--- src/rtl/ixu_pkg.sv ---
// Shared IXU definitions for the iterative multiplier: opcodes, control states
// and default sizing.
package ixu_pkg;

  typedef enum logic [1:0] {
    MUL    = 2'b00,
    MULH   = 2'b01,
    MULHSU = 2'b10,
    MULHU  = 2'b11
  } mul_op_t;

  typedef enum logic {
    IDLE = 1'b0,
    BUSY = 1'b1
  } mul_state_t;

  localparam int MUL_XLEN  = 32;
  localparam int MUL_BPC   = 1;
  localparam int MUL_ITERS = MUL_XLEN / MUL_BPC;

  function automatic int mul_iters(input int xlen, input int bpc);
    return xlen / bpc;
  endfunction

endpackage

--- src/rtl/mul_step.sv ---
// One shift-add iteration of the product register: retires BITS multiplier
// bits from the bottom of p and accumulates the partial product into the top half.
module mul_step #(
  parameter int XLEN = 32,
  parameter int BITS = 1
) (
  input  logic [2*XLEN-1:0] p,
  input  logic [XLEN-1:0]   a,
  output logic [2*XLEN-1:0] p_next
);

  logic [XLEN+BITS-1:0] sum;

  // Magnitudes only, so the carry out of the high half fits in BITS extra bits.
  assign sum = {{BITS{1'b0}}, p[2*XLEN-1:XLEN]}
             + ({{BITS{1'b0}}, a} * {{XLEN{1'b0}}, p[BITS-1:0]});

  assign p_next = {sum, p[XLEN-1:BITS]};

endmodule

--- src/rtl/multiplication.sv ---
// Iterative sign-magnitude shift-add multiplier for RISC-V MUL/MULH/MULHSU/MULHU,
// sharing the start/busy/done/valid handshake of the divider.
module multiplication
  import ixu_pkg::*;
#(
  parameter int XLEN           = MUL_XLEN,
  parameter int BITS_PER_CYCLE = MUL_BPC
) (
  input  logic            core_clock_i,
  input  logic            core_flush_i,
  input  logic            start,
  input  logic [1:0]      opcode_i,
  input  logic [XLEN-1:0] a_i,
  input  logic [XLEN-1:0] b_i,
  output logic            busy,
  output logic            done,
  output logic            valid,
  output logic [XLEN-1:0] res
);

  localparam int ITERS = mul_iters(XLEN, BITS_PER_CYCLE);
  localparam int CNT_W = (ITERS > 1) ? $clog2(ITERS) : 1;
  localparam logic [CNT_W-1:0] LAST = CNT_W'(ITERS - 1);

  mul_op_t         op_in;
  logic            a_neg;
  logic            b_neg;
  logic [XLEN-1:0] a_abs;
  logic [XLEN-1:0] b_abs;
  logic            zero_op;

  assign op_in   = mul_op_t'(opcode_i);
  assign a_neg   = ((op_in == MULH) || (op_in == MULHSU)) && a_i[XLEN-1];
  assign b_neg   = (op_in == MULH) && b_i[XLEN-1];
  assign a_abs   = a_neg ? -a_i : a_i;
  assign b_abs   = b_neg ? -b_i : b_i;
  assign zero_op = (a_i == '0) || (b_i == '0);

  logic [2*XLEN-1:0] prod_reg;
  logic [2*XLEN-1:0] prod_next;
  logic [XLEN-1:0]   a_mag_reg;
  logic              neg_reg;
  mul_op_t           op_reg;

  // Datapath is don't-care outside an operation, so it carries no reset.
  always_ff @(posedge core_clock_i) begin
    if (start) begin
      prod_reg  <= {{XLEN{1'b0}}, b_abs};
      a_mag_reg <= a_abs;
      neg_reg   <= a_neg ^ b_neg;
      op_reg    <= op_in;
    end else if (busy) begin
      prod_reg <= prod_next;
    end
  end

  mul_step #(
    .XLEN (XLEN),
    .BITS (BITS_PER_CYCLE)
  ) u_step (
    .p      (prod_reg),
    .a      (a_mag_reg),
    .p_next (prod_next)
  );

  logic [2*XLEN-1:0] signed_prod;
  logic [XLEN-1:0]   result;

  // Result is taken from the final iteration's output so it lands on the done edge.
  assign signed_prod = neg_reg ? -prod_next : prod_next;
  assign result      = (op_reg == MUL) ? signed_prod[XLEN-1:0] : signed_prod[2*XLEN-1:XLEN];

  mul_state_t       state_reg;
  logic [CNT_W-1:0] cnt_reg;

  always_ff @(posedge core_clock_i or posedge core_flush_i) begin
    if (core_flush_i) begin
      state_reg <= IDLE;
      cnt_reg   <= '0;
      busy      <= 1'b0;
      done      <= 1'b0;
      valid     <= 1'b0;
      res       <= '0;
    end else if (start) begin
      cnt_reg <= '0;
      if (zero_op) begin
        state_reg <= IDLE;
        busy      <= 1'b0;
        done      <= 1'b1;
        valid     <= 1'b1;
        res       <= '0;
      end else begin
        state_reg <= BUSY;
        busy      <= 1'b1;
        done      <= 1'b0;
        valid     <= 1'b0;
      end
    end else begin
      case (state_reg)
        BUSY: begin
          if (cnt_reg == LAST) begin
            state_reg <= IDLE;
            cnt_reg   <= '0;
            busy      <= 1'b0;
            done      <= 1'b1;
            valid     <= 1'b1;
            res       <= result;
          end else begin
            cnt_reg <= cnt_reg + 1'b1;
          end
        end
        default: begin
          done <= 1'b0;
        end
      endcase
    end
  end

endmodule
--- config.mk ---
export PLATFORM = sky130hd
export DESIGN_NAME = multiplication
export DESIGN_NICKNAME = d
export VERILOG_FILES = /design/src/rtl/ixu_pkg.sv /design/src/rtl/mul_step.sv /design/src/rtl/multiplication.sv
export SDC_FILE = /design/constraint.sdc
export NUM_CORES = 1
export LEC_CHECK = 0
export CORE_AREA = 2 2 133 135
export DETAILED_ROUTE_END_ITERATION = 10
export DIE_AREA = 0 0 135 137
export GPL_ROUTABILITY_DRIVEN = 1
export GPL_TIMING_DRIVEN = 1
export PLACE_DENSITY = 0.84
export SYNTH_ARGS = -nofsm -noshare
export SYNTH_HDL_FRONTEND = slang
export SYNTH_SLANG_ARGS = --single-unit
--- constraint.sdc ---
create_clock -name core_clock_i -period 6.58 [get_ports core_clock_i]
set_clock_uncertainty 0.05 [all_clocks]
set_input_delay 0.987 -clock core_clock_i [delete_from_list [all_inputs] [get_ports core_clock_i]]
set_output_delay 0.987 -clock core_clock_i [all_outputs]
set_load 0.01 [all_outputs]
* Yosys cells after proc, flatten, opt, wreduce, memory -nomap -nowiden
Cells that the tools add are included.
Word-level totals: flip-flop bits (word level) 140, word-level logic and storage cells 61, input bits 69
Operators by class: reductions and logical operators 12, bitwise operators 1, mux-type cells 26, multipliers 1, add/sub/neg operators 5, eq/ne operators 5
Operators with widths (count):
- 2-to-1 mux 32 bit | 9
- zero test 32 bit | 2
- 2-to-1 mux 64 bit | 1
- negation 32 bit | 2
- negation 64 bit | 1
- adder 32 x 33 -> 33 bit | 1
- multiplier 32 x 1 -> 33 bit | 1
- 2-to-1 mux 5 bit | 3
- 2-to-1 mux 1 bit | 13
- nonzero test 2 bit | 3
- adder 5 x 1 -> 5 bit (second input constant) | 1
- equality test 5 bit (second input constant) | 1
- inequality test 3 x 2 -> 1 bit (second input constant) | 1
- AND reduction 3 bit | 1
- equality test 2 x 1 -> 1 bit (second input constant) | 1
- equality test 2 bit (second input constant) | 1
- logical AND 1 bit | 2
- zero test 2 bit | 1
- logical OR 1 bit | 2
- inequality test 2 x 1 -> 1 bit (second input constant) | 1
- AND reduction 2 bit | 1
- XOR 1 bit | 1

* Depth between registers and ports, before layout
depth after elaboration 8, depth in mapped cells 17, gate-level depth less buffers 15

* Hierarchy
A second synthesis with hierarchy kept.
Second synthesis, totals: cells, all modules 1182, area total of the unflattened synthesis 10478.8 µm²
Modules (own cells, without submodules):
- multiplication | sequential area each 3678.5 µm², cells an instance 880, times used 1, area an instance 8360.5 µm²
- mul_step | sequential area each 0.0 µm², cells an instance 302, times used 1, area an instance 2118.3 µm²

* Least setup slack after synthesis
Ideal clock, no wire load.
kind flip-flop to flip-flop, start register prod_reg[0], end register res[29], data required time 6.406 ns, stages on the path, launching flop included 18, data arrival time 3.941 ns, path slack 2.465 ns, library setup time 0.124 ns, clock period less this slack 4.115 ns, cell sequence edfxtp_1 clkbuf_1 and2_1 ha_1 inv_1 fa_1 nand2b_1 a21o_1 and2_1 o21ai_0 xor2_1 or4b_1 or2_2 clkbuf_1 or4_4 o211a_1 nor3_1 o21ai_1
On the way: longest elaborated chain between the ends 8
Ends and longest elaborated chain:
- start, declared | RTL line multiplication.sv:39 | logic [2*XLEN-1:0] prod_reg;
- start signal, assigned | RTL line multiplication.sv:48 | prod_reg <= {{XLEN{1'b0}}, b_abs};
- start signal, assigned | RTL line multiplication.sv:53 | prod_reg <= prod_next;
- multiplier 32 x 1 -> 33 bit (*) | RTL line mul_step.sv:16 | + ({{BITS{1'b0}}, a} * {{XLEN{1'b0}}, p[BITS-1:0]});
- adder 32 x 33 -> 33 bit (*) | RTL line mul_step.sv:16
- negation 64 bit | RTL line multiplication.sv:70 | assign signed_prod = neg_reg ? -prod_next : prod_next;
- 2-to-1 mux 64 bit (*) | RTL line multiplication.sv:70
- 2-to-1 mux 32 bit (*) | RTL line multiplication.sv:71 | assign result = (op_reg == MUL) ? signed_prod[XLEN-1:0] : signed_prod[2*XLEN-1:XLEN];
- 2-to-1 mux 32 bit (*) | RTL line multiplication.sv:101 | if (cnt_reg == LAST) begin
- 2-to-1 mux 32 bit (*) | RTL line multiplication.sv:99 | case (state_reg)
- 2-to-1 mux 32 bit (*) | RTL line multiplication.sv:84 | end else if (start) begin
- end signal, assigned | RTL line multiplication.sv:107 | res <= result;
- end, declared | RTL line multiplication.sv:18 | output logic [XLEN-1:0] res
Mark *: on every way between the ends. The rest lies on a longest branch, timed or not. The select of a mux whose other input is x is not followed. A chain may end at the register's enable or synchronous reset.

* Worst setup path after layout
start register prod_reg[0], end register res[23]
The elaborated chain is that of the path after synthesis.

==> flow_summary.html <==
<table>
<tr><th>Metric</th><th>Value</th></tr>
<tr><th colspan="2">Layout</th></tr>
<tr><td>Utilization after layout</td><td>70.28%</td></tr>
<tr><td>Share of cells above drive strength 1</td><td>5.915%</td></tr>
<tr><td>Number of flip-flops under the largest register name</td><td>64</td></tr>
<tr><td>NumNets Final</td><td>1,363</td></tr>
<tr><td>Layout area overhead</td><td>17.08%</td></tr>
<tr><td>Final std cells w/o fill</td><td>1,493</td></tr>
<tr><td>Commonest non-fill, non-tap cell in the layout</td><td>sky130_fd_sc_hd__nor2_1</td></tr>
<tr><td>Commonest non-fill, non-tap cells in the layout</td><td>sky130_fd_sc_hd__nor2_1 (140), sky130_fd_sc_hd__nand2_1 (109), sky130_fd_sc_hd__clkdlybuf4s50_1 (102)</td></tr>
<tr><td>Total inserted antenna cells</td><td>0</td></tr>
<tr><th colspan="2">Routing</th></tr>
<tr><td>Via total after detailed routing</td><td>9,298</td></tr>
<tr><td>Remaining antenna violation count</td><td>0</td></tr>
<tr><td>Drt total wl</td><td>27.58 mm</td></tr>
<tr><td>Number of DRC markers in iteration 0</td><td>~960</td></tr>
<tr><td>Average detailed-routed wire length per instance</td><td>about 18 um</td></tr>
<tr><td>First-pass detailed-route iteration total</td><td>5</td></tr>
<tr><td>Ratio of routed vias to standard cells</td><td>6.228</td></tr>
<tr><td>Final routed DRC violation total</td><td>0</td></tr>
<tr><th colspan="2">Timing</th></tr>
<tr><td>Fmax achieved</td><td>207.8 MHz</td></tr>
<tr><td>Measured slew at the worst slew-check pin</td><td>1.080 ns</td></tr>
<tr><td>Final max-slew violation count</td><td>0</td></tr>
<tr><td>Final critical-path share of the clock period</td><td>73.14%</td></tr>
<tr><td>Slew Limit Headroom</td><td>27.81%</td></tr>
<tr><td>Unrepaired setup endpoints after global routing</td><td>false</td></tr>
<tr><td>Number of hold-slack violations in the final timing report</td><td>0</td></tr>
<tr><td>Final-report setup violation count</td><td>0</td></tr>
<tr><td>Final critical delay including setup and external delays</td><td>4.812 ns</td></tr>
<tr><td>Total negative slack</td><td>0 ns</td></tr>
<tr><th colspan="2">Pwr</th></tr>
<tr><td>Combinational Power Share</td><td>32.1%</td></tr>
<tr><td>VDD IR max</td><td>0.0001988 V</td></tr>
<tr><td>Switching share of power</td><td>35.25%</td></tr>
<tr><td>Proportion of power drawn by flip-flops and latches</td><td>35.4%</td></tr>
<tr><td>Switching pwr</td><td>~1100 uW</td></tr>
<tr><td>Internal power of the cells</td><td>between 2000 and 2500 uW</td></tr>
<tr><td>Power Density</td><td>258.7 nW/um2</td></tr>
<tr><td>Clock share of power</td><td>32.5%</td></tr>
<tr><td>Static leakage power</td><td>0.004778 uW</td></tr>
<tr><th colspan="2">Clock tree</th></tr>
<tr><td>Maximum clock insertion buffer count</td><td>2</td></tr>
<tr><td>Clk pin slew, worst setup/hold paths</td><td>0.06 ns</td></tr>
<tr><td>PostCTS Resize Cnt</td><td>0</td></tr>
<tr><td>Sink count of the clock tree</td><td>140</td></tr>
<tr><td>Root Buffer</td><td>sky130_fd_sc_hd__clkbuf_16</td></tr>
<tr><td>Buffer count from post-CTS setup fixing</td><td>0</td></tr>
<tr><td>Number of hold-repair buffers added at the cts stage</td><td>0</td></tr>
<tr><td>H-tree depth</td><td>4</td></tr>
<tr><td>TritonCTS clock tree</td><td>built</td></tr>
<tr><td>Num CTS Buffers</td><td>17</td></tr>
<tr><td>Clock latency reported for the late side of the worst-skew pair</td><td>0.43 ns</td></tr>
<tr><th colspan="2">Yosys</th></tr>
<tr><td>Fraction of registers with async set/reset</td><td>29.29%</td></tr>
<tr><td>Mean instance size in the synthesized netlist</td><td>8.662 um2</td></tr>
<tr><td>Number of synthesized flops with an enable pin</td><td>67</td></tr>
<tr><td>Cell count after synthesis</td><td>approximately 1,200</td></tr>
<tr><td>Post-synth cell types</td><td>80</td></tr>
<tr><td>Syn Nets</td><td>1,290</td></tr>
<tr><td>Most instantiated flip-flop cell in the synthesis netlist</td><td>sky130_fd_sc_hd__edfxtp_1</td></tr>
<tr><td>Combined area of all synthesized cells</td><td>a little over 10,000 um2</td></tr>
<tr><td>Share of synthesized area occupied by flip-flops and latches</td><td>35.93%</td></tr>
<tr><td>Flip-flop and latch count after synthesis</td><td>140</td></tr>
<tr><td>Number of synthesis warnings</td><td>0</td></tr>
<tr><th colspan="2">Global route</th></tr>
<tr><td>Overall Global Routing Usage</td><td>30.19%</td></tr>
<tr><td>Largest net degree at the start of global routing</td><td>90</td></tr>
<tr><td>Total grt overflow</td><td>0</td></tr>
<tr><td>Initial antenna violation count</td><td>0</td></tr>
<tr><td>Vias in the first global route</td><td>8,443</td></tr>
<tr><td>First-pass GRT wire length</td><td>43.55 mm</td></tr>
<tr><th colspan="2">Die</th></tr>
<tr><td>Overall die height</td><td>137 um</td></tr>
<tr><td>Placement Rows</td><td>48</td></tr>
<tr><td>Initial Utilization</td><td>between 60 and 70%</td></tr>
<tr><td>Floorplan die area</td><td>18,500 um2</td></tr>
<tr><td>Top-Level Pins</td><td>104</td></tr>
<tr><td>Core region area</td><td>17,060 um2</td></tr>
<tr><td>Die Span X</td><td>135 um</td></tr>
<tr><th colspan="2">Outcome</th></tr>
<tr><td>Result of the run</td><td>complete, no violations</td></tr>
<tr><th colspan="2">Setup path</th></tr>
<tr><td>Worst path arrival time</td><td>5.05 ns</td></tr>
<tr><td>Worst R2R Start</td><td>prod_reg[0]$_DFFE_PP_</td></tr>
<tr><td>Startpoint of the worst setup timing path</td><td>prod_reg[0]$_DFFE_PP_</td></tr>
<tr><td>Critical path startpoint category</td><td>flip-flop</td></tr>
<tr><td>Register-to-Register Setup Slack</td><td>about 1.8 ns</td></tr>
<tr><td>Path depth of the worst reg2reg path</td><td>15</td></tr>
<tr><td>R2R Path End</td><td>res[23]$_DFFE_PP0P_</td></tr>
<tr><td>Category of the critical setup timing path</td><td>reg2reg</td></tr>
<tr><td>Kind of end point of the critical path</td><td>flip-flop</td></tr>
<tr><td>Capturing element of the worst setup path</td><td>res[23]$_DFFE_PP0P_</td></tr>
<tr><td>Data required time of the worst path</td><td>6.82 ns</td></tr>
<tr><td>CP Max Fanout</td><td>32</td></tr>
<tr><th colspan="2">Placement</th></tr>
<tr><td>Hpwl dp</td><td>20.36 mm</td></tr>
<tr><td>Routability-driven placement congestion ratio</td><td>0.9713</td></tr>
<tr><td>Cell count after placement</td><td>1,461</td></tr>
<tr><td>Number of port buffers</td><td>103</td></tr>
<tr><th colspan="2">Job</th></tr>
<tr><td>Max Cap Viol</td><td>0</td></tr>
<tr><th colspan="2">Min path</th></tr>
<tr><td>Min-delay worst type</td><td>reg2reg</td></tr>
</table>
## critical path, stage by stage, from the launching register on
cell                       delay, ns
sky130_fd_sc_hd__edfxtp_1       0.79
sky130_fd_sc_hd__and2_1         0.23
sky130_fd_sc_hd__ha_1           0.19
sky130_fd_sc_hd__inv_1          0.06
sky130_fd_sc_hd__fa_1           0.38
sky130_fd_sc_hd__nand2b_1       0.18
sky130_fd_sc_hd__a21o_1         0.21
sky130_fd_sc_hd__a21o_1         0.20
sky130_fd_sc_hd__a21boi_0       0.34
sky130_fd_sc_hd__a21o_1         0.14
sky130_fd_sc_hd__or4b_4         0.47
sky130_fd_sc_hd__nand3b_4       0.24
sky130_fd_sc_hd__or4_4          0.62
sky130_fd_sc_hd__o31ai_2        0.22
sky130_fd_sc_hd__xor2_1         0.21
sky130_fd_sc_hd__o221ai_1       0.14
## stage by stage
stage	instance area, um2	total power, uW	setup slack (ns)	hold slack (ns)
floorplan	10240	1787	2.465	0.3997
global placement	11370	2055	1.786	0.4070
detailed placement	11370	2076	1.639	0.4213
CTS	11990	3081	1.771	0.4304
global route	11990	3227	1.390	0.4493
finish	11990	3101	1.768	0.4294
## cells in the mapped netlist, drive strengths merged (11+ instances only)
cell type	number	area share, %
nor2	141	5.2
nand2	109	4.0
a21oi	100	4.9
xnor2	76	6.5
o21ai	75	3.7
edfxtp	67	20
xor2	63	5.4
clkbuf	53	1.9
and2	43	2.7
dfrtp	41	10
ha	38	4.6
dfxtp	32	6.3
inv	32	1.2
o31ai	26	2.0
nor3	24	1.2
nand3	21	1.1
mux2i	19	1.9
a211oi	16	1.2
a21o	16	1.2
a31oi	12	0.73
nor4	12	0.79
o41ai	12	1.2
a22o	11	0.94
and3	11	0.67
## worst min-delay path by stage
stage,from,endpoint,slack [ns],cells past startpoint
global route,prod_reg[61]$_SDFFE_PP0P_,prod_reg[61]$_SDFFE_PP0P_,0.45,2
CTS,prod_reg[61]$_SDFFE_PP0P_,prod_reg[61]$_SDFFE_PP0P_,0.43,2
floorplan,prod_reg[61]$_SDFFE_PP0P_,prod_reg[61]$_SDFFE_PP0P_,0.40,2
finish,prod_reg[61]$_SDFFE_PP0P_,prod_reg[61]$_SDFFE_PP0P_,0.43,2
detailed placement,prod_reg[61]$_SDFFE_PP0P_,prod_reg[61]$_SDFFE_PP0P_,0.42,2
global placement,prod_reg[61]$_SDFFE_PP0P_,prod_reg[61]$_SDFFE_PP0P_,0.41,2
## routing by layer
metal / wire length [um] / part of all wire, % / global-route usage, %
met5: 0 / 0 / 0
met2: 12360 / 45 / 47.12
met1: 11830 / 43 / 41.57
met3: 2393 / 8.7 / 5.111
met4: 992 / 3.6 / 13.08
## power by group through the flow
stage / registers (uW) / logic (uW) / clock network (uW)
after floorplan: 1080 / 710 / 0
after global placement: 1110 / 949 / 0
after detailed placement: 1110 / 968 / 0
after CTS: 1090 / 980 / 1010
after global routing: 1100 / 1080 / 1040
final: 1100 / 996 / 1010
## final cells by class
| class | instances | area, um2 |
|---|---|---|
| clock buffers | 17 | 425.4 |
| repair buffers | 112 | 1096 |
| clock inverters | 15 | 188.9 |
| inverters | 32 | 120.1 |
| multi-input cells | 952 | 6197 |
| well taps | 225 | 281.5 |
| flip-flops and latches | 140 | 3679 |
| fillers | 1325 | 5069 |
## cells by family after synthesis
kind of cell / after synthesis / share of synthesized area, %
adders and majority gates: 39 / 4.839
and+or+nand+nor: 421 / 20.08
AOI/OAI and AO/OA: 330 / 21.42
muxes: 23 / 2.297
xor gates and xnor gates: 139 / 11.89
buffers and inverters: 90 / 3.544
DFF: 140 / 35.93
(Power assumes the default switching activity.)
